File: src/rtl/iob_ram_sp_fifo_ctrl_if.sv
// Purpose: bundles the push/pop streams, fill level and single-port RAM port of the FIFO controller.
// Latency: none, wires only.
// Backpressure: w_ready/r_ready handshakes travel through this bundle unchanged.
interface iob_ram_sp_fifo_ctrl_if #(
    parameter int DATA_W = 8,
    parameter int ADDR_W = 14
);
    logic              w_valid;
    logic              w_ready;
    logic [DATA_W-1:0] w_data;
    logic              r_valid;
    logic              r_ready;
    logic [DATA_W-1:0] r_data;
    logic [ADDR_W+1:0] level;
    logic              ext_mem_en;
    logic              ext_mem_we;
    logic [ADDR_W-1:0] ext_mem_addr;
    logic [DATA_W-1:0] ext_mem_din;
    logic [DATA_W-1:0] ext_mem_dout;

    // Controller side
    modport slave (
        input  w_valid, w_data, r_ready, ext_mem_dout,
        output w_ready, r_valid, r_data, level,
               ext_mem_en, ext_mem_we, ext_mem_addr, ext_mem_din
    );

    // User / RAM side
    modport master (
        output w_valid, w_data, r_ready, ext_mem_dout,
        input  w_ready, r_valid, r_data, level,
               ext_mem_en, ext_mem_we, ext_mem_addr, ext_mem_din
    );
endinterface

File: src/rtl/iob_ram_sp_fifo_ctrl.sv
// Purpose: turns a 1-cycle-latency single-port RAM into a 2**ADDR_W(+2) deep valid/ready FIFO.
// Latency: no bypass; a push into an empty FIFO shows r_valid three cycles later.
// Backpressure: w_ready drops when RAM is full or the port is taken by a prefetch; r_data holds while stalled.
module iob_ram_sp_fifo_ctrl #(
    parameter int DATA_W = 8,
    parameter int ADDR_W = 14
) (
    input  logic                   clk,
    input  logic                   rst,
    iob_ram_sp_fifo_ctrl_if.slave  bus
);
    localparam logic [ADDR_W:0] DEPTH = {1'b1, {ADDR_W{1'b0}}};

    logic [ADDR_W-1:0] wr_ptr_q, wr_ptr_d;
    logic [ADDR_W-1:0] rd_ptr_q, rd_ptr_d;
    logic [ADDR_W:0]   ram_cnt_q, ram_cnt_d;
    logic              inflight_q, inflight_d;
    logic [1:0]        buf_cnt_q, buf_cnt_d;
    logic [DATA_W-1:0] buf0_q, buf0_d;
    logic [DATA_W-1:0] buf1_q, buf1_d;
    logic [ADDR_W+1:0] level_q, level_d;

    logic       pop;
    logic [2:0] occ;
    logic       ram_full;
    logic       rd_issue;
    logic       w_ready_int;
    logic       wr_fire;

    // Port arbitration: prefetch only when the output side needs a word or nothing else wants the port
    always_comb begin
        pop         = (buf_cnt_q != 2'd0) & bus.r_ready;
        occ         = {1'b0, buf_cnt_q} + {2'b00, inflight_q} - {2'b00, pop};
        ram_full    = (ram_cnt_q == DEPTH);
        rd_issue    = !rst & (ram_cnt_q != '0) & (occ < 3'd2)
                      & ((occ == 3'd0) | !bus.w_valid | ram_full);
        w_ready_int = !rst & !rd_issue & !ram_full;
        wr_fire     = bus.w_valid & w_ready_int;
    end

    // RAM port and stream outputs driven from current state and inputs
    always_comb begin
        bus.w_ready      = w_ready_int;
        bus.r_valid      = (buf_cnt_q != 2'd0);
        bus.r_data       = buf0_q;
        bus.level        = level_q;
        bus.ext_mem_en   = rd_issue | wr_fire;
        bus.ext_mem_we   = wr_fire;
        bus.ext_mem_addr = wr_fire ? wr_ptr_q : rd_ptr_q;
        bus.ext_mem_din  = bus.w_data;
    end

    // Next state: pointers/count follow the port op; buffer shifts on pop then takes the returning word
    always_comb begin
        wr_ptr_d   = wr_ptr_q;
        rd_ptr_d   = rd_ptr_q;
        ram_cnt_d  = ram_cnt_q;
        inflight_d = rd_issue;
        buf0_d     = buf0_q;
        buf1_d     = buf1_q;
        buf_cnt_d  = buf_cnt_q;

        if (wr_fire) begin
            wr_ptr_d  = wr_ptr_q + 1'b1;
            ram_cnt_d = ram_cnt_q + 1'b1;
        end else if (rd_issue) begin
            rd_ptr_d  = rd_ptr_q + 1'b1;
            ram_cnt_d = ram_cnt_q - 1'b1;
        end

        // Only shift when a second entry exists so r_data keeps its last value once empty
        if (pop) begin
            if (buf_cnt_q == 2'd2) begin
                buf0_d = buf1_q;
            end
            buf_cnt_d = buf_cnt_q - 2'd1;
        end

        // Word read last cycle is on ext_mem_dout now
        if (inflight_q) begin
            if (buf_cnt_d == 2'd0) begin
                buf0_d = bus.ext_mem_dout;
            end else begin
                buf1_d = bus.ext_mem_dout;
            end
            buf_cnt_d = buf_cnt_d + 2'd1;
        end

        level_d = (ADDR_W+2)'(ram_cnt_d) + (ADDR_W+2)'(inflight_d) + (ADDR_W+2)'(buf_cnt_d);
    end

    // State registers, cleared immediately by reset
    always_ff @(posedge clk or posedge rst) begin
        if (rst) begin
            wr_ptr_q   <= '0;
            rd_ptr_q   <= '0;
            ram_cnt_q  <= '0;
            inflight_q <= 1'b0;
            buf_cnt_q  <= 2'd0;
            buf0_q     <= '0;
            buf1_q     <= '0;
            level_q    <= '0;
        end else begin
            wr_ptr_q   <= wr_ptr_d;
            rd_ptr_q   <= rd_ptr_d;
            ram_cnt_q  <= ram_cnt_d;
            inflight_q <= inflight_d;
            buf_cnt_q  <= buf_cnt_d;
            buf0_q     <= buf0_d;
            buf1_q     <= buf1_d;
            level_q    <= level_d;
        end
    end
endmodule

File: src/flat_wrapper.sv
// flat-port wrapper written by rule: the top's interface ports become plain ports
module iob_ram_sp_fifo_ctrl_flat 
#(
    parameter int DATA_W = 8,
    parameter int ADDR_W = 14
)
  (clk, rst, bus_w_valid, bus_w_data, bus_r_ready, bus_ext_mem_dout, bus_w_ready, bus_r_valid, bus_r_data, bus_level, bus_ext_mem_en, bus_ext_mem_we, bus_ext_mem_addr, bus_ext_mem_din);
  iob_ram_sp_fifo_ctrl_if #(.DATA_W(DATA_W), .ADDR_W(ADDR_W)) bus_i ();
  input  logic clk;
  input  logic rst;
  input wire logic [$bits(bus_i.w_valid)-1:0] bus_w_valid;
  input wire logic [$bits(bus_i.w_data)-1:0] bus_w_data;
  input wire logic [$bits(bus_i.r_ready)-1:0] bus_r_ready;
  input wire logic [$bits(bus_i.ext_mem_dout)-1:0] bus_ext_mem_dout;
  output wire logic [$bits(bus_i.w_ready)-1:0] bus_w_ready;
  output wire logic [$bits(bus_i.r_valid)-1:0] bus_r_valid;
  output wire logic [$bits(bus_i.r_data)-1:0] bus_r_data;
  output wire logic [$bits(bus_i.level)-1:0] bus_level;
  output wire logic [$bits(bus_i.ext_mem_en)-1:0] bus_ext_mem_en;
  output wire logic [$bits(bus_i.ext_mem_we)-1:0] bus_ext_mem_we;
  output wire logic [$bits(bus_i.ext_mem_addr)-1:0] bus_ext_mem_addr;
  output wire logic [$bits(bus_i.ext_mem_din)-1:0] bus_ext_mem_din;
  assign bus_i.w_valid = bus_w_valid;
  assign bus_i.w_data = bus_w_data;
  assign bus_i.r_ready = bus_r_ready;
  assign bus_i.ext_mem_dout = bus_ext_mem_dout;
  assign bus_w_ready = bus_i.w_ready;
  assign bus_r_valid = bus_i.r_valid;
  assign bus_r_data = bus_i.r_data;
  assign bus_level = bus_i.level;
  assign bus_ext_mem_en = bus_i.ext_mem_en;
  assign bus_ext_mem_we = bus_i.ext_mem_we;
  assign bus_ext_mem_addr = bus_i.ext_mem_addr;
  assign bus_ext_mem_din = bus_i.ext_mem_din;
  iob_ram_sp_fifo_ctrl #(.DATA_W(DATA_W), .ADDR_W(ADDR_W)) u_core (.clk(clk), .rst(rst), .bus(bus_i));
endmodule
File: config.mk
export PLATFORM = sky130hd
export DESIGN_NAME = iob_ram_sp_fifo_ctrl_flat
export DESIGN_NICKNAME = d
export VERILOG_FILES = /design/src/rtl/iob_ram_sp_fifo_ctrl_if.sv /design/src/rtl/iob_ram_sp_fifo_ctrl.sv /design/src/flat_wrapper.sv
export SDC_FILE = /design/constraint.sdc
export NUM_CORES = 1
export LEC_CHECK = 0
export CORE_MARGIN = 2
export CORE_UTILIZATION = 50
export CTS_BUF_LIST = sky130_fd_sc_hd__clkbuf_2 sky130_fd_sc_hd__clkbuf_4 sky130_fd_sc_hd__clkbuf_8
export DETAILED_ROUTE_END_ITERATION = 12
export PLACE_DENSITY = 0.76
export SKIP_CTS_REPAIR_TIMING = 1
export SLEW_MARGIN = 20
export SYNTH_ARGS = -nofsm -noshare
export SYNTH_HDL_FRONTEND = slang
export SYNTH_SLANG_ARGS = --single-unit
File: constraint.sdc
create_clock -name clk -period 6.7 [get_ports clk]
set_clock_uncertainty 0.2 [all_clocks]
set_input_delay 1.675 -clock clk [delete_from_list [all_inputs] [get_ports clk]]
set_output_delay 1.675 -clock clk [all_outputs]
set_load 0.02 [all_outputs]
Yosys cells after proc, flatten, opt, wreduce, memory -nomap -nowiden
Cells that the tools add are included.
{"block": "word_totals", "ff_bits": 78, "input_bits": 20, "output_inout_bits": 50}
{"block": "op_classes", "add_sub_neg": 10, "order_cmp": 1, "n_eq_ne": 2, "mux": 9, "bitwise": 12, "reduce_logical": 10}
{"operator": "$mux W8", "n": 4}
{"operator": "$mux W15", "n": 2}
{"operator": "$add A14 B1 Y14 const B", "n": 2}
{"operator": "$add A15 B1 Y16", "n": 1}
{"operator": "$add A16 B2 Y16", "n": 1}
{"operator": "$add A15 B1 Y15 const B", "n": 1}
{"operator": "$eq A15 B15 Y1 const B", "n": 1}
{"operator": "$reduce_bool A15 Y1", "n": 1}
{"operator": "$sub A15 B1 Y15 const B", "n": 1}
{"operator": "$mux W14", "n": 1}
{"operator": "$and A1 B1 Y1", "n": 7}
{"operator": "$logic_not A1 Y1", "n": 4}
{"operator": "$mux W2", "n": 2}
{"operator": "$reduce_and A2 Y1", "n": 2}
{"operator": "$add A2 B1 Y3", "n": 1}
{"operator": "$logic_not A3 Y1", "n": 1}
{"operator": "$lt A3 B2 Y1 const B", "n": 1}
{"operator": "$or A1 B1 Y1", "n": 3}
{"operator": "$sub A3 B1 Y3", "n": 1}
{"operator": "$add A2 B1 Y2 const B", "n": 1}
{"operator": "$eq A2 B2 Y1 const B", "n": 1}
{"operator": "$logic_not A2 Y1", "n": 1}
{"operator": "$not A1 Y1", "n": 2}
{"operator": "$reduce_bool A2 Y1", "n": 1}
{"operator": "$sub A2 B1 Y2 const B", "n": 1}

Longest topological paths before layout
Gate-level depths: netlist (run 1).
{"block": "depth", "depth_word": 14, "mapped_depth": 20, "depth_no_buf": 18}

Least setup slack after synthesis (run 1)
Ideal clock, no wire load.
{"block": "synth_timing", "path_kind": "in2out", "start": "input port rst", "end": "output port bus_ext_mem_addr[10]", "t_arrival_ns": 4.863, "required_ns": 4.825, "slack_ns": -0.038, "stages": 5, "path_buffers": 1, "path_cell_list": "inv_1 > nand3_1 > nor2_1 > buf_1 > mux2_2"}
{"block": "synth_between", "elab_chain_cells": 9}
{"element": "start: declaration", "line_no": "flat_wrapper.sv:10", "rtl": "input logic rst;"}
{"element": "$logic_not A1 Y1 (*)", "line_no": "iob_ram_sp_fifo_ctrl.sv:35, iob_ram_sp_fifo_ctrl.sv:37"}
{"element": "$and A1 B1 Y1 (2 in series)", "line_no": "iob_ram_sp_fifo_ctrl.sv:35", "rtl": "rd_issue = !rst & (ram_cnt_q != '0) & (occ < 3'd2)"}
{"element": "$and A1 B1 Y1", "line_no": "iob_ram_sp_fifo_ctrl.sv:36", "rtl": "& ((occ == 3'd0) | !bus.w_valid | ram_full);"}
{"element": "$logic_not A1 Y1", "line_no": "iob_ram_sp_fifo_ctrl.sv:37", "rtl": "w_ready_int = !rst & !rd_issue & !ram_full;"}
{"element": "$and A1 B1 Y1 (*) (2 in series)", "line_no": "iob_ram_sp_fifo_ctrl.sv:37"}
{"element": "$and A1 B1 Y1 (*)", "line_no": "iob_ram_sp_fifo_ctrl.sv:38", "rtl": "wr_fire = bus.w_valid & w_ready_int;"}
{"element": "named net bus_ext_mem_we", "line_no": "flat_wrapper.sv:20", "rtl": "output wire logic [$bits(bus_i.ext_mem_we)-1:0] bus_ext_mem_we;"}
{"element": "$mux W14 (*)", "line_no": "iob_ram_sp_fifo_ctrl.sv:49", "rtl": "bus.ext_mem_addr = wr_fire ? wr_ptr_q : rd_ptr_q;"}
{"element": "end: declaration", "line_no": "flat_wrapper.sv:21", "rtl": "output wire logic [$bits(bus_i.ext_mem_addr)-1:0] bus_ext_mem_addr;"}
Mark *: on every way through the listed nets, which the timed path passes. The rest lies on a longest branch.

Final worst setup path (run 1)
{"block": "layout_timing", "start": "input port bus_r_ready", "end": "output port bus_ext_mem_en"}
{"block": "layout_between", "elab_chain_cells": 11, "word_cells_on_any_way": 13, "classes_between": "add/sub (1); order compare (1); bitwise (9); reduce/logical (2)"}
{"element": "start: declaration", "line_no": "flat_wrapper.sv:13", "rtl": "input wire logic [$bits(bus_i.r_ready)-1:0] bus_r_ready;"}
{"element": "$and A1 B1 Y1 (*)", "line_no": "iob_ram_sp_fifo_ctrl.sv:32", "rtl": "pop = (buf_cnt_q != 2'd0) & bus.r_ready;"}
{"element": "$sub A3 B1 Y3 (*)", "line_no": "iob_ram_sp_fifo_ctrl.sv:33", "rtl": "occ = {1'b0, buf_cnt_q} + {2'b00, inflight_q} - {2'b00, pop};"}
{"element": "parallel branches: the longest is 3 deep, another holds $lt A3 B2 Y1"}
{"element": "$and A1 B1 Y1 (*)", "line_no": "iob_ram_sp_fifo_ctrl.sv:36"}
{"element": "$logic_not A1 Y1", "line_no": "iob_ram_sp_fifo_ctrl.sv:37"}
{"element": "$and A1 B1 Y1 (2 in series)", "line_no": "iob_ram_sp_fifo_ctrl.sv:37"}
{"element": "$and A1 B1 Y1", "line_no": "iob_ram_sp_fifo_ctrl.sv:38"}
{"element": "$or A1 B1 Y1 (*)", "line_no": "iob_ram_sp_fifo_ctrl.sv:47", "rtl": "bus.ext_mem_en = rd_issue | wr_fire;"}
{"element": "end: declaration", "line_no": "flat_wrapper.sv:19", "rtl": "output wire logic [$bits(bus_i.ext_mem_en)-1:0] bus_ext_mem_en;"}
Mark *: on every way between the ends.

==> impl_metrics.json, run 1 <==
{
  "max-slew-margin-rel": 0.3567,
  "gpl.final_weighted_congestion": 0.8708,
  "finalHoldViolations": 0,
  "cell_with_the_most_instances_after_synthesis": "sky130_fd_sc_hd__dfrtp_1",
  "design.die.area_sq_um": 8948,
  "htreeDepth": 3,
  "grtUsageTotal": 0.1855,
  "power.ir.vdd_worst_v": 0.0001907,
  "start_util": 0.5071,
  "synth_warnings": 0,
  "synth-seq-area-share": 0.4756,
  "p_leak_uw": 0.002396,
  "synthDominantAreaCellType": "sky130_fd_sc_hd__dfrtp_1",
  "post_route_cells_drive_above_1_share": 0.1527,
  "synthArstFlopShare": 1.000,
  "totalNegativeSetupSlack_ns": 0,
  "max_clock_freq_mhz": 155.2,
  "area_growth_pct": 21.59,
  "final-max-slew-violation-count": 0,
  "io-pin-count": 70,
  "antenna_cells": 0,
  "yosysTopAreaCellShare": 0.4756,
  "outcome": "completed",
  "die_y_um": 94.60,
  "numClockSinks": 78,
  "cts_tree": "done",
  "worst-setup-path-type": "in -> out",
  "synth_area_leaders": "sky130_fd_sc_hd__dfrtp_1 48%, sky130_fd_sc_hd__xnor2_1 6.4%, sky130_fd_sc_hd__mux2_2 6.3%",
  "drt-initial-drc-count": 94,
  "critical_path.cell_chain": "clkdlybuf4s50_1 > nand2_1 > xnor2_2 > ha_1 > inv_1 > fa_1 > nor2b_1 > nand3_1 > o22ai_4 > buf_4 > nand2b_1 > clkdlybuf4s50_1",
  "worstSkewPairLatency_ns": 0.34,
  "grt_overflow_total": 0,
  "initial_antenna_violation_count": 0,
  "crit_path_start_kind": "input port",
  "rsz0062_at_grt": "no",
  "required_ns": 4.83,
  "largest_net_degree_at_the_start_of_global_routing": 79,
  "synth-edff-count": 0,
  "num-nets-final": 447,
  "cts_buffers": 9,
  "synth.ff_latch_count": 78,
  "clock_tree.buffer_depth": 2,
  "syn-num-nets": 397,
  "timing.max_cap.violations": 0,
  "critical_path.max_stage_delay_ns": 0.62,
  "clk_transition_reported_paths_ns": 0.08,
  "detail_route.drc_violations": 0,
  "ant_nets": 0,
  "setup_viol": 0,
  "worstSetupEndpointType": "output pin",
  "grt_first_pass_wirelength_um": 13010,
  "dpl.hpwl_um": 5339,
  "route.final.wire_length_um": 7614,
  "synth_cell_type_count": 46,
  "final_min_period_over_clock_period": 0.9616,
  "synth_commonest_cells": "78 x sky130_fd_sc_hd__dfrtp_1, 31 x sky130_fd_sc_hd__nand2_1, 30 x sky130_fd_sc_hd__xnor2_1, 23 x sky130_fd_sc_hd__mux2_2, 21 x sky130_fd_sc_hd__xor2_1",
  "cp_data_arrival_time_ns": 4.57,
  "post_synth_instance_area_sq_um": 4104,
  "critical_path.n_buffers_inverters": 4,
  "overall_power_consumption_uw": 2103,
  "dr_total_vias": 2782,
  "cts_root_buf": "sky130_fd_sc_hd__clkbuf_8",
  "worstMarginPinSlew_ns": 0.9649,
  "crit_slowest_cell": "sky130_fd_sc_hd__clkdlybuf4s50_1",
  "syn-instance-count": 364,
  "floorplan.die.width_um": 94.60,
  "routed_via_density": 5.309,
  "finalCriticalPeriod_ns": 6.443,
  "route.detailed.wl_per_inst_um": 14.53,
  "power_density_nw_per_um2": 421.5,
  "timing.critical_path.max_delay_family": "buffers and inverters",
  "critical_path_peak_fanout": 3,
  "ys.flop_type": "sky130_fd_sc_hd__dfrtp_1",
  "hold_class": "reg -> reg",
  "floorplan.core_area_sq_um": 8093,
  "drtPass1Iterations": 4,
  "placementRows": 33,
  "timing.critical_path.mode_cell": "sky130_fd_sc_hd__clkdlybuf4s50_1",
  "grt_pass1_vias": 2861,
  "io_buffer_count": 53,
  "synth_area_per_cell_sq_um": 11.27
}
## power breakdown
| group | internal, uW | switching (uW) | leakage (uW) | total (uW) |
|---|---|---|---|---|
| clock | 230 | 173 | 0.000116 | 403 |
| sequential | 627 | 149 | 0.000979 | 776 |
| combinational | 452 | 471 | 0.00130 | 924 |
| total | 1310 | 793 | 0.00240 | 2100 |
## final cells by class
class	count	area, sq um
clock buffer	11	151.4
clock inverter	5	81.33
fill	677	3103
inverter	11	45.04
multi-input combinational	255	2006
sequential	78	1952
tap	105	131.4
timing repair buffer	59	623.1
## path summary, 6_finish.rpt
path | from | end | slack (ns) | cells after the start
max in group asynchronous | rst | u_core.ram_cnt_q[4] | 3.76 | 3
setup / recovery | bus_r_ready | bus_ext_mem_en | 0.26 | 12
min in group asynchronous | rst | u_core.bus.level[0] | 1.94 | 3
hold reg to reg | u_core.rd_ptr_q[7] | u_core.rd_ptr_q[7] | 0.29 | 1
hold / removal | u_core.rd_ptr_q[7] | u_core.rd_ptr_q[7] | 0.29 | 1
setup reg to reg | u_core.buf_cnt_q[1] | u_core.bus.level[11] | 2.20 | 20
## through the flow
step,hold slack (ns),instance area [sq um],instances,util,setup slack [ns]
3_5_place_dp,0.2776,4712,508,0.5823,0.02554
4_1_cts,0.2931,4945,524,0.6110,0.01467
3_3_place_gp,0.2546,4712,508,0.5823,0.08450
6_report,0.2897,4990,524,0.6166,0.2570
2_1_floorplan,0.2362,4108,364,-,0.4541
5_1_grt,0.3000,4990,524,0.6166,0.08793
## state kept, by name (all words and copies together), names as in the netlist
name / cells
u_core.rd_ptr_q: 14
u_core.buf_cnt_q: 2
u_core.bus.level: 16
u_core.wr_ptr_q: 14
u_core.ram_cnt_q: 15
u_core.buf1_q: 8
u_core.inflight_q: 1
u_core.bus.r_data: 8
## routing by layer
layer  GRT usage  share of wire  up-vias
met4     0.07246          0.013        0
met5           0              0        -
met3     0.03192          0.031        6
met1      0.2426           0.48     1381
li1            -              -     1355
met2      0.3089           0.47       40
## logic make-up after synthesis
| kind of cell | Yosys count | synth area share |
|---|---|---|
| buf+inv | 31 | 0.03811 |
| xor+xnor | 57 | 0.1326 |
| simple gates | 124 | 0.1720 |
| flops | 78 | 0.4756 |
| fa+ha+maj | 13 | 0.04512 |
| mux | 38 | 0.09969 |
| compound gates | 23 | 0.03689 |
## cells in the final DEF (no fill, tap or decap), drive strengths merged, types with 2 or more instances in the layout
cell type,Yosys,final
or4,5,5
nand3,12,12
dfrtp,78,78
clkdlybuf4s50,0,39
nor2b,2,2
clkbuf,8,11
nand4b,2,2
nor3b,4,4
buf,12,6
inv,11,10
and2,3,3
or2,2,2
fa,3,3
a21oi,4,4
ha,10,10
xnor2,36,36
nand4,14,14
o21ai,11,11
and4,3,3
mux2,23,23
mux2i,15,15
nand2b,3,3
a2bb2oi,2,2
nor3,5,5
dlymetal6s2s,0,14
clkinvlp,0,2
nand2,31,31
and3,11,11
clkinv,0,2
xor2,21,21
bufinv,0,2
nor4,6,6
nor2,16,16
Note: power is estimated with default switching activity, not from simulation.
==> run 2: changes to the inputs <==
Settings changed: SLEW_MARGIN 20 to 30.
==> run 2 against run 1 <==
Net effect:
- flip-flop and latch count is the same
- register-to-register slack is essentially flat
- first-iteration DRC count shrank 2.1%
- clock power is essentially flat
- final cell count is the same
- count of clock-buffer cells in the layout is the same
- global-route usage is the same
- die area is the same
- fmax is essentially flat
==> impl_metrics.json, run 2 (synthesis results as in run 1) <==
{
  "critical_path_peak_fanout": 3,
  "cts_root_buf": "sky130_fd_sc_hd__clkbuf_8",
  "power_density_nw_per_um2": 421.1,
  "area_growth_pct": 21.68,
  "num-nets-final": 447,
  "die_y_um": 94.60,
  "grtUsageMet2": 0.3089,
  "totalNegativeSetupSlack_ns": 0,
  "worstRegToRegCells": 20,
  "start_util": 0.5071,
  "post_route_cells_drive_above_1_share": 0.1527,
  "required_ns": 4.83,
  "floorplan.die.width_um": 94.60,
  "clk_transition_reported_paths_ns": 0.08,
  "finalCriticalPeriod_ns": 6.437,
  "timing.critical_path.mode_cell": "sky130_fd_sc_hd__clkdlybuf4s50_1",
  "final-max-slew-violation-count": 0,
  "routed_via_density": 5.281,
  "numClockSinks": 78,
  "design.die.area_sq_um": 8948,
  "ant_nets": 0,
  "p_leak_uw": 0.002398,
  "layout_commonest_cell": "sky130_fd_sc_hd__dfrtp_1",
  "dr_total_vias": 2767,
  "detail_route.drc_violations": 0,
  "crit_path_start_kind": "input port",
  "dp_worst_setup_slack_ns": 0.02554,
  "cts_tree": "done",
  "layout_setup_ws_ns": 0.2625,
  "placedCellCount": 508,
  "grt_overflow_total": 0,
  "hold_class": "reg -> reg",
  "grt_pass1_vias": 2861,
  "drt-initial-drc-count": 92,
  "met3_usage": 0.03192,
  "largest_register_ffs": 16,
  "worstSkewPairLatency_ns": 0.34,
  "worst_hold_slack_ns": 0.2897,
  "placementRows": 33,
  "antenna_cells": 0,
  "cp_data_arrival_time_ns": 4.56,
  "worst_hold_path.num_cells": 1,
  "io-pin-count": 70,
  "rsz0062_at_grt": "no",
  "crit_slowest_cell": "sky130_fd_sc_hd__clkdlybuf4s50_1",
  "initial_antenna_violation_count": 0,
  "grt_first_pass_wirelength_um": 13010,
  "route.final.wire_length_um": 7603,
  "worstMarginPinSlew_ns": 0.7045,
  "power.ir.vdd_worst_v": 0.0001907,
  "worst-setup-path-type": "in -> out",
  "gr_met1_demand_resource": 0.2426,
  "worstSetupEndpointType": "output pin",
  "floorplan.core_area_sq_um": 8093,
  "cts_buffers": 9,
  "setup_viol": 0,
  "critical_path.max_stage_delay_ns": 0.62,
  "largest_net_degree_at_the_start_of_global_routing": 79,
  "grtUsageTotal": 0.1855,
  "route.detailed.wl_per_inst_um": 14.51,
  "clock_tree.buffer_depth": 2,
  "drtPass1Iterations": 4,
  "outcome": "completed",
  "io_buffer_count": 53,
  "finalHoldViolations": 0,
  "final_min_period_over_clock_period": 0.9608,
  "htreeDepth": 3,
  "max_clock_freq_mhz": 155.3,
  "layoutNonFillerInstCount": 524,
  "gpl.final_weighted_congestion": 0.8708,
  "max-slew-margin-rel": 0.5294,
  "overall_power_consumption_uw": 2103,
  "dpl.hpwl_um": 5339,
  "grt_busiest_layer": "met2",
  "critical_path.cell_chain": "clkdlybuf4s50_1 > nand2_1 > xnor2_2 > ha_1 > inv_1 > fa_1 > nor2b_1 > nand3_1 > o22ai_4 > buf_4 > nand2b_1 > clkdlybuf4s50_1",
  "mostFrequentLayoutCells": "78 x sky130_fd_sc_hd__dfrtp_1, 39 x sky130_fd_sc_hd__clkdlybuf4s50_1, 31 x sky130_fd_sc_hd__nand2_1, 29 x sky130_fd_sc_hd__xnor2_1, 23 x sky130_fd_sc_hd__mux2_2",
  "timing.max_cap.violations": 0
}
-- run 2: area by class of cell --
type                    instances  area, sq um
clock buffers                  11        151.4
fillers                       677         3099
repair buffers                 59        626.9
flip-flops and latches         78         1952
well taps                     105        131.4
inverters                      11        45.04
clock inverters                 5        81.33
multi-input cells             255         2006
-- run 2: where the power goes --
part | switching [uW] | total [uW] | internal [uW] | leakage (uW)
Clock | 173 | 403 | 230 | 0.000116
Combinational | 471 | 924 | 453 | 0.00130
Sequential | 148 | 776 | 627 | 0.000979
Total | 793 | 2100 | 1310 | 0.00240
-- run 2: routing by layer --
metal / part of all wire / vias up
li1: - / 1355
met1: 0.48 / 1368
met2: 0.47 / 38
met3: 0.031 / 6
met4: 0.013 / 0
met5: 0 / -
-- run 2: worst max-delay path, delay by kind of cell --
family                     cells  cell delay (ns)
buffers and inverters          4             1.28
adders and majority gates      2             0.64
and+or+nand+nor                4             0.60
AOI/OAI and AO/OA              1             0.20
xor gates and xnor gates       1             0.16
-- run 2: stage by stage --
stage	instance area, sq um	util
floorplan	4108	-
global placement	4712	0.5823
detailed placement	4712	0.5823
CTS	4945	0.6110
global route	4994	0.6170
finish	4994	0.6170
-- run 2: final timing paths --
path	to	startpoint	slack, ns
hold reg to reg	u_core.rd_ptr_q[7]	u_core.rd_ptr_q[7]	0.29
setup reg to reg	u_core.bus.level[11]	u_core.buf_cnt_q[1]	2.20
hold / removal	u_core.rd_ptr_q[7]	u_core.rd_ptr_q[7]	0.29
max in group asynchronous	u_core.ram_cnt_q[4]	rst	4.02
min in group asynchronous	u_core.buf1_q[7]	rst	1.82
setup / recovery	bus_ext_mem_en	bus_r_ready	0.26
==> run 3: changes to the inputs <==
Settings changed: CELL_PAD_IN_SITES_DETAIL_PLACEMENT set to 1, CELL_PAD_IN_SITES_GLOBAL_PLACEMENT set to 1, CORE_UTILIZATION 50 to 43, PLACE_DENSITY 0.76 to unset, PLACE_DENSITY_LB_ADDON set to 0.1.
==> run 3 against run 2 <==
Net effect:
- flip-flop and latch count stayed put
- combinational power is 2% higher
- via count is 2.3% higher
- hold slack worse by 0.014 ns
- routed wire length is 17% higher
- global-route usage is 0.57 points higher
- setup slack better by 0.026 ns
- count of clock-buffer cells in the layout is 2 lower
- critical path depth stayed put
- final cell count is 4.8% higher
- die area is 16% higher
- critical endpoint unchanged
- largest cell class unchanged
==> impl_metrics.json, run 3 (synthesis results as in run 1) <==
{
  "timing.critical_path.max_delay_family": "buffers and inverters",
  "max-slew-margin-rel": 0.5035,
  "power.ir.vdd_worst_v": 0.0002454,
  "rsz0062_at_grt": "no",
  "grt_first_pass_wirelength_um": 15340,
  "worst_hold_path.num_cells": 1,
  "totalNegativeSetupSlack_ns": 0,
  "final_area_sq_um": 5010,
  "cts_buffers": 9,
  "final_min_period_over_clock_period": 0.9569,
  "placementRows": 35,
  "placedInstanceArea_sq_um": 4777,
  "design.die.area_sq_um": 10340,
  "setup.reg_to_reg.worst_slack_ns": 2.16,
  "timing.max_cap.violations": 0,
  "start_util": 0.4441,
  "setup_viol": 0,
  "reg2reg_from": "u_core.buf_cnt_q[1]",
  "clock_tree.buffer_depth": 2,
  "power_density_nw_per_um2": 413.1,
  "cts_root_buf": "sky130_fd_sc_hd__clkbuf_8",
  "gpl.final_weighted_congestion": 0.8063,
  "mostFrequentLayoutCells": "78 x sky130_fd_sc_hd__dfrtp_1, 39 x sky130_fd_sc_hd__clkdlybuf4s50_1, 31 x sky130_fd_sc_hd__nand2_1, 29 x sky130_fd_sc_hd__xnor2_1, 23 x sky130_fd_sc_hd__mux2_2",
  "worstSkewPairLatency_ns": 0.35,
  "dp_worst_setup_slack_ns": 0.01009,
  "layoutNonFillerInstCount": 549,
  "worstMarginPinSlew_ns": 0.7432,
  "outcome": "completed",
  "worst_hold_startpoint": "u_core.wr_ptr_q[13]",
  "critical_path.n_buffers_inverters": 4,
  "timing.critical_path.mode_cell": "sky130_fd_sc_hd__clkdlybuf4s50_1",
  "crit_cells": 12,
  "grt_pass1_vias": 3055,
  "floorplan.core_area_sq_um": 9240,
  "required_ns": 4.83,
  "drt-initial-drc-count": 40,
  "max_clock_freq_mhz": 156.0,
  "filler_cell_count": 979,
  "grtUsageTotal": 0.1912,
  "io_buffer_count": 53,
  "initial_antenna_violation_count": 0,
  "critical_path.cell_chain": "clkdlybuf4s50_1 > nand2_1 > xnor2_2 > ha_1 > inv_1 > fa_1 > nor2b_1 > nand3_1 > o22ai_4 > buf_4 > nand2b_1 > clkdlybuf4s50_1",
  "clk_transition_reported_paths_ns": 0.08,
  "worstReg2RegEnd": "u_core.bus.level[11]",
  "post_route_cells_drive_above_1_share": 0.1548,
  "numClockSinks": 78,
  "largest_register_ffs": 16,
  "crit_slowest_cell": "sky130_fd_sc_hd__clkdlybuf4s50_1",
  "route.final.wire_length_um": 8914,
  "worstRegToRegCells": 20,
  "htreeDepth": 3,
  "route.detailed.wl_per_inst_um": 16.24,
  "die_y_um": 101.7,
  "cts_tree": "done",
  "cp_data_arrival_time_ns": 4.54,
  "io-pin-count": 70,
  "area_growth_pct": 22.07,
  "finalCriticalPeriod_ns": 6.411,
  "critical_path_peak_fanout": 3,
  "hold_class": "reg -> reg",
  "worst-setup-path-type": "in -> out",
  "grt_overflow_total": 0,
  "p_leak_uw": 0.002390,
  "worstSetupEndpointType": "output pin",
  "layout_commonest_cell": "sky130_fd_sc_hd__dfrtp_1",
  "hold_end": "u_core.wr_ptr_q[13]",
  "placedCellCount": 534,
  "layout_setup_ws_ns": 0.2889,
  "largest_net_degree_at_the_start_of_global_routing": 48,
  "dpl.hpwl_um": 6492,
  "routed_via_density": 5.157,
  "dr_total_vias": 2831,
  "finalHoldViolations": 0,
  "ant_nets": 0,
  "crit_path_start_kind": "input port",
  "drtPass1Iterations": 4,
  "final-max-slew-violation-count": 0,
  "detail_route.drc_violations": 0,
  "num-nets-final": 449,
  "critical_path.max_stage_delay_ns": 0.62,
  "floorplan.die.width_um": 101.7,
  "antenna_cells": 0
}
==> run 3: cell count changes in the layout (fill, tap and decap cells not counted), sizes merged <==
cell      change
clkbuf        -2
buf           +2
clkinvlp      +1
bufinv        -1
clkinv        +1
==> run 3: worst register-to-register path, stage by stage (launching register included) <==
cell and delay, ns:
sky130_fd_sc_hd__dfrtp_1 0.48, sky130_fd_sc_hd__inv_1 0.08, sky130_fd_sc_hd__ha_1 0.18, sky130_fd_sc_hd__inv_1 0.08, sky130_fd_sc_hd__nand2_1 0.11, sky130_fd_sc_hd__xnor2_2 0.17
sky130_fd_sc_hd__ha_1 0.16, sky130_fd_sc_hd__inv_1 0.04, sky130_fd_sc_hd__fa_1 0.47, sky130_fd_sc_hd__nor2b_1 0.17, sky130_fd_sc_hd__nand3_1 0.17, sky130_fd_sc_hd__o22ai_4 0.20
sky130_fd_sc_hd__buf_4 0.13, sky130_fd_sc_hd__buf_4 0.29, sky130_fd_sc_hd__a211oi_1 0.11, sky130_fd_sc_hd__a21oi_1 0.28, sky130_fd_sc_hd__ha_1 0.21, sky130_fd_sc_hd__a21oi_1 0.05
sky130_fd_sc_hd__nand4b_1 0.38, sky130_fd_sc_hd__nor3_1 0.34, sky130_fd_sc_hd__xor2_1 0.19
==> run 3: metal layers <==
| layer | global-route usage | part of all wire |
|---|---|---|
| met3 | 0.05383 | 0.035 |
| met2 | 0.3148 | 0.50 |
| met5 | 0 | 0 |
| met4 | 0.04574 | 0.0071 |
| met1 | 0.2506 | 0.46 |
==> run 3: area by class of cell <==
type	instances	area (sq um)	area share
clock buffers	9	123.9	0.02473
clock inverters	6	63.81	0.01274
inverters	11	45.04	0.008991
multi-input cells	255	2006	0.4003
flip-flops and latches	78	1952	0.3896
well taps	129	161.4	0.03222
repair buffers	61	658.1	0.1314
==> run 3: worst max path at each step <==
stage | from | end | slack, ns
after floorplan | bus_r_ready | bus_ext_mem_addr[12] | 0.45
after global placement | bus_r_ready | bus_ext_mem_addr[6] | 0.07
after detailed placement | bus_r_ready | bus_ext_mem_addr[8] | 0.01
after CTS | bus_r_ready | bus_ext_mem_addr[8] | -0.008
after global routing | bus_r_ready | bus_ext_mem_en | 0.09
final | bus_r_ready | bus_ext_mem_en | 0.29
==> run 3: stage by stage <==
stage	hold slack, ns	util	total power (uW)
after detailed placement	0.2648	0.5170	1743
final	0.2754	0.5422	2070
after CTS	0.2798	0.5373	2101
after floorplan	0.2362	-	1402
after global placement	0.2684	0.5140	1703
after global routing	0.3099	0.5422	2227
==> run 3: power by group <==
group / total, uW / internal (uW) / switching (uW)
registers: 781 / 627 / 154
logic: 942 / 457 / 486
clock network: 346 / 169 / 177
